## src/rtl/game_sequencer.sv

```systemverilog
// Game-flow controller for the paddle/brick game: serve, play, loss and end states gated by frame_tick.
// Pause support is compiled in only when GAME_PAUSE_EN is defined.
module game_sequencer #(
    parameter int unsigned LIVES        = 3,
    parameter int unsigned BRICKS       = 32,
    parameter int unsigned SERVE_FRAMES = 60,
    parameter int unsigned LOST_FRAMES  = 90
) (
    input  logic       clk,
    input  logic       reset,
    input  logic       frame_tick,
    input  logic       start_btn,
    input  logic       pause_btn,
    input  logic       brick_hit,
    input  logic       ball_lost,
    output logic [2:0] state,
    output logic       ball_run,
    output logic       paddle_en,
    output logic       ball_reset,
    output logic       score_clr,
    output logic       score_inc,
    output logic [2:0] lives,
    output logic [7:0] bricks_left,
    output logic       game_over,
    output logic       game_won
);

    typedef enum logic [2:0] {
        IDLE  = 3'd0,
        SERVE = 3'd1,
        PLAY  = 3'd2,
        PAUSE = 3'd3,
        LOST  = 3'd4,
        OVER  = 3'd5,
        WIN   = 3'd6
    } state_t;

    state_t     state_q;
    logic [7:0] timer;
    logic [3:0] flags;
    logic       start_prev;
    logic       start_rise;
    logic       timer_done;
    logic       last_brick;

    assign start_rise = start_btn & ~start_prev;
    // A tick at timer 0 cannot happen normally; treat it as expiry so the FSM never stalls.
    assign timer_done = (timer <= 8'd1);
    assign last_brick = brick_hit && (bricks_left == 8'd1);

`ifdef GAME_PAUSE_EN
    logic pause_prev;
    logic pause_rise;

    assign pause_rise = pause_btn & ~pause_prev;

    always_ff @(posedge clk) begin
        if (reset) begin
            pause_prev <= 1'b0;
        end else begin
            pause_prev <= pause_btn;
        end
    end
`else
    logic unused_pause;
    assign unused_pause = pause_btn;
`endif

    // Level outputs {ball_run, paddle_en, game_over, game_won} registered alongside each state change.
    function automatic logic [3:0] level_flags(input state_t s);
        case (s)
            SERVE:   level_flags = 4'b0100;
            PLAY:    level_flags = 4'b1100;
            OVER:    level_flags = 4'b0010;
            WIN:     level_flags = 4'b0001;
            default: level_flags = 4'b0000;
        endcase
    endfunction

    assign state = state_q;
    assign {ball_run, paddle_en, game_over, game_won} = flags;

    always_ff @(posedge clk) begin
        if (reset) begin
            state_q     <= IDLE;
            flags       <= '0;
            lives       <= 3'(LIVES);
            bricks_left <= 8'(BRICKS);
            timer       <= '0;
            start_prev  <= 1'b0;
            ball_reset  <= 1'b0;
            score_clr   <= 1'b0;
            score_inc   <= 1'b0;
        end else begin
            start_prev <= start_btn;
            ball_reset <= 1'b0;
            score_clr  <= 1'b0;
            score_inc  <= 1'b0;

            case (state_q)
                IDLE: begin
                    if (start_rise) begin
                        state_q     <= SERVE;
                        flags       <= level_flags(SERVE);
                        score_clr   <= 1'b1;
                        ball_reset  <= 1'b1;
                        lives       <= 3'(LIVES);
                        bricks_left <= 8'(BRICKS);
                        timer       <= 8'(SERVE_FRAMES);
                    end
                end

                SERVE: begin
                    if (frame_tick) begin
                        timer <= timer_done ? '0 : timer - 8'd1;
                        if (timer_done) begin
                            state_q <= PLAY;
                            flags   <= level_flags(PLAY);
                        end
                    end
                end

                PLAY: begin
                    // The brick is always scored; a simultaneous loss only counts if the level is not cleared.
                    if (brick_hit) begin
                        score_inc <= 1'b1;
                        if (bricks_left != '0) begin
                            bricks_left <= bricks_left - 8'd1;
                        end
                    end
                    if (last_brick) begin
                        state_q <= WIN;
                        flags   <= level_flags(WIN);
                    end else if (ball_lost) begin
                        if (lives != '0) begin
                            lives <= lives - 3'd1;
                        end
                        timer   <= 8'(LOST_FRAMES);
                        state_q <= LOST;
                        flags   <= level_flags(LOST);
                    end
`ifdef GAME_PAUSE_EN
                    else if (pause_rise && !brick_hit) begin
                        state_q <= PAUSE;
                        flags   <= level_flags(PAUSE);
                    end
`endif
                end

`ifdef GAME_PAUSE_EN
                PAUSE: begin
                    if (pause_rise) begin
                        state_q <= PLAY;
                        flags   <= level_flags(PLAY);
                    end
                end
`endif

                LOST: begin
                    if (frame_tick) begin
                        timer <= timer_done ? '0 : timer - 8'd1;
                        if (timer_done) begin
                            if (lives == '0) begin
                                state_q <= OVER;
                                flags   <= level_flags(OVER);
                            end else begin
                                state_q    <= SERVE;
                                flags      <= level_flags(SERVE);
                                ball_reset <= 1'b1;
                                timer      <= 8'(SERVE_FRAMES);
                            end
                        end
                    end
                end

                OVER, WIN: begin
                    if (start_rise) begin
                        state_q <= IDLE;
                        flags   <= level_flags(IDLE);
                    end
                end

                default: begin
                    state_q <= IDLE;
                    flags   <= level_flags(IDLE);
                end
            endcase
        end
    end

endmodule

```

## config.mk

```make
export PLATFORM = sky130hd
export DESIGN_NAME = game_sequencer
export DESIGN_NICKNAME = d
export VERILOG_FILES = /design/src/rtl/game_sequencer.sv
export SDC_FILE = /design/constraint.sdc
export NUM_CORES = 1
export LEC_CHECK = 0
export CAP_MARGIN = 20
export CORE_UTILIZATION = 50
export CTS_BUF_LIST = sky130_fd_sc_hd__clkbuf_8
export CTS_CLUSTER_SIZE = 14
export DETAILED_ROUTE_END_ITERATION = 8
export PLACE_DENSITY = 0.78
export SETUP_SLACK_MARGIN = 0.1
export SLEW_MARGIN = 20
export SYNTH_ARGS = -nofsm -noshare
export SYNTH_HDL_FRONTEND = slang
export SYNTH_SLANG_ARGS = --single-unit
```

## constraint.sdc

```tcl
create_clock -name clk -period 2.11 [get_ports clk]
set_input_delay 0.211 -clock clk [delete_from_list [all_inputs] [get_ports clk]]
set_output_delay 0.211 -clock clk [all_outputs]
set_load 0.1 [all_outputs]
```

==> results by group <==
Run status
  • Status: complete, but fails checks
  • Failing checks: negative setup slack

Drt
  • Drt first pass iters: 4
  • Via count: approximately 1700
  • Detailed Route WL: roughly 4.2 mm
  • Initial DRC Count: 88
  • Via density: 5.66
  • Avg WL per Cell: between 10 and 15 um
  • DR DRC count: 0
  • Final ANT Viol Nets: 0

STA
  • Slew margin rel.: between 70% and 80%
  • Hold slack: 0.460 ns
  • Period utilization: 105%
  • Slew Limit Fails: 0
  • Crit path time final: between 2 and 2.5 ns
  • # setup viols final: 5
  • RSZ-0062 raised after global routing: yes
  • Final Hold Violating Endpoints: 0
  • Max Freq: roughly 0.45 GHz
  • Tightest Pin Transition: roughly 0.42 ns
  • Worst setup margin: -0.0951 ns
  • Clock Skew: between 0.005 and 0.006 ns

Clock tree
  • Hold_buf cts: 0
  • Worst-case clock buffer depth: 2
  • Inserted Clock Buffers: 5
  • CTS Root Cell: clkbuf_8
  • Clock Latency Late Sink: approximately 0.28 ns
  • Clock transition at path regs: 0.07 ns
  • Clk sink count: 30
  • H-tree depth: 2
  • CTS tree: done

Worst hold path
  • Hold crit path type: flop to flop

Critical path
  • CP Launch Type: flop
  • Worst Setup EP: flags[2]$_SDFFE_PP0P_
  • Crit Path Max Fanout: 7
  • WP data arrival: between 2 and 2.5 ns
  • Worst EP required: approximately 2.3 ns
  • Crit Path Category: flop to flop
  • R2r endpoint: flags[2]$_SDFFE_PP0P_
  • Worst Reg-to-Reg Cells: 6
  • CP Launch Point: timer[3]$_SDFFE_PP0P_
  • Critical Path End Type: flop
  • R2R Path Start: timer[3]$_SDFFE_PP0P_
  • R2R Setup Slk: -0.1 ns

GRT
  • Total gr overflow: 0
  • Number of global-route vias before repair: between 1500 and 2000
  • Largest net degree at the start of global routing: 21
  • Global-route wire length before repair: around 7 mm
  • Gr usage total: between 20 and 25%
  • Initial antenna violation count: 0

Placed design
  • Detailed Place HPWL: 2.92 mm
  • I/O Buffers: 26
  • Placed cell area: around 2200 sq um
  • GPL Wtd Cong: 0.883

Power
  • Clock network power share: between 10% and 20%
  • Reg power frac: about a quarter
  • Sw Share: roughly half
  • Internal: between 0.0015 and 0.002 W
  • P_sw: roughly 0.0018 W
  • Pwr dens: 1560 nW/um^2
  • Overall Power: 0.00365 W
  • Combinational group share of total power: 61.2%
  • Pleak: 1.02 nW
  • VDD IR max: around 1.1 mV

Cells and area
  • Layout cells sized above 1: 32.4%
  • Final instance area: about 2300 sq um
  • Final Net Count: between 200 and 300
  • FILL cells: between 200 and 300
  • Ant diodes: 0
  • P&R area growth vs syn: 28.8%

Synth
  • Yosys cell types: between 50 and 60
  • Post-Synth XOR/XNOR Area: 5.32%
  • Main synth FF type: dfxtp_1
  • Multiplexer share of the synthesized area: 3.87%
  • Net Count, Synth: 230
  • Largest family of logic cells by synthesized area: simple AND/OR/NAND/NOR gates
  • Avg Cell Area, Syn: roughly 8.4 sq um
  • EDFF count, synth: 0
  • Synth area leader: dfxtp_1
  • Simple-gate share of the synthesized area: between 20% and 30%
  • Post-Synthesis Cells: approximately 220
  • Synth cell count leaders: nor2_1, dfxtp_1
  • Seq/Total Area, Yosys: 33.1%
  • Top post-synthesis cells by area: dfxtp_1, nor2_1, ha_1
  • Yosys warning count: 0
  • Netlist Area Pre-Place: 1810 sq um
  • FFs w/ async S/R, synth: 0%
  • Post-Synth Adder-Cell Area: between 5 and 6%
  • Count leader, synth: nor2_1
  • Share of the synthesized area in the top cell type: roughly 33%
  • Synth Register Bits: 30
  • Synth Area in Compound Gates: between 10% and 20%

Die
  • Rows: 21
  • Io pins: 28
  • Core Region: approximately 3400 sq um
  • Initial core utilization: between 50% and 60%
  • Die area: 3870 sq um
  • Chip Height: approximately 62 um
  • Die Wd: slightly above 60 um

Job
  • Max cap viols: 0
layout by cell type, fill, tap and decap left out, drive strengths merged, types with 2 or more instances in the layout:
master         instances
buf                   40
nor2                  33
dfxtp                 30
xor2                  10
nand2                 10
a21oi                 10
inv                   10
o21ai                  9
mux2i                  7
clkbuf                 7
ha                     7
nor3                   6
nor2b                  5
nand4                  5
clkdlybuf4s50          5
nand3                  5
and3                   4
a311oi                 4
or2                    4
and2                   4
nor4                   4
nor3b                  3
nand4b                 3
or4                    3
a211oi                 2
a31oi                  2
o211a                  2
o21bai                 2
nand2b                 2
worst max-delay path, stage by stage (launching register included):
cell and delay, ns:
dfxtp_1 0.31, or4_4 0.53, or4_4 0.43, a222oi_1 0.34, buf_4 0.23, mux2i_1 0.19, nor2_1 0.05
worst min path at each step:
stage / from / end / slack, ns / depth (start not counted)
3_3_place_gp: flags[0]$_SDFFE_PP0P_ / flags[0]$_SDFFE_PP0P_ / 0.45 / 2
4_1_cts: flags[0]$_SDFFE_PP0P_ / flags[0]$_SDFFE_PP0P_ / 0.46 / 2
6_report: flags[0]$_SDFFE_PP0P_ / flags[0]$_SDFFE_PP0P_ / 0.46 / 2
2_1_floorplan: start_btn / start_prev$_SDFF_PP0_ / 0.34 / 1
3_5_place_dp: flags[0]$_SDFFE_PP0P_ / flags[0]$_SDFFE_PP0P_ / 0.46 / 2
5_1_grt: flags[0]$_SDFFE_PP0P_ / flags[0]$_SDFFE_PP0P_ / 0.50 / 2
metal layers:
metal | part of all wire, % | vias to the layer above | GRT usage, %
li1 | - | 848 | -
met1 | 46 | 789 | 29.4
met2 | 47 | 66 | 36.4
met3 | 5.6 | 6 | 4.96
met4 | 1.4 | 0 | 6.10
met5 | 0 | - | 0
cells by family (layout without fill, tap and decap cells):
group                      Yosys count  after routing
AOI/OAI and AO/OA                   41             41
xor gates and xnor gates            11             11
adders and majority gates            8              8
buffers and inverters               23             63
DFF                                 30             30
muxes                                7              7
and+or+nand+nor                     96             96
power by group through the flow:
stage	clock [W]	combinational, W	sequential [W]
after floorplan	0	0.00114	0.00143
after global placement	0	0.00212	0.000903
after detailed placement	0	0.00214	0.000909
after CTS	0.000521	0.00215	0.000901
after global routing	0.000546	0.00240	0.000936
final	0.000510	0.00223	0.000907
cell type report:
type,count,area [sq um],share of cell area (%)
well taps,46,57.6,2.47
multi-input cells,163,1150,49.3
inverters,10,40.0,1.72
clock buffers,7,96.3,4.13
repair buffers,45,350,15.0
clock inverters,1,3.75,0.161
flip-flops and latches,30,634,27.2
flip-flops by register name, summed over array words and instances (netlist names):
signal / count
flags: 4
ball_reset: 1
state: 3
timer: 8
start_prev: 1
bricks_left: 8
score_inc: 1
score_clr: 1
lives: 3
metrics by stage:
| stage | setup slack (ns) | utilization [%] | setup TNS [ns] | instances |
|---|---|---|---|---|
| after global routing | -0.246 | 68.3 | -1.22 | 302 |
| final | -0.0951 | 68.3 | -0.448 | 302 |
| after floorplan | -0.0467 | - | -0.218 | 216 |
| after CTS | -0.0958 | 66.3 | -0.458 | 301 |
| after global placement | -0.0567 | 63.3 | -0.234 | 293 |
| after detailed placement | -0.0877 | 63.3 | -0.412 | 293 |
repair_timing:
action	CTS	global route
setup endpoints to repair	7	16
cloned	0	0
resized for setup	1	13
pin swaps	0	4
buffers inserted	0	1
Note: power is estimated with default switching activity, not from simulation.
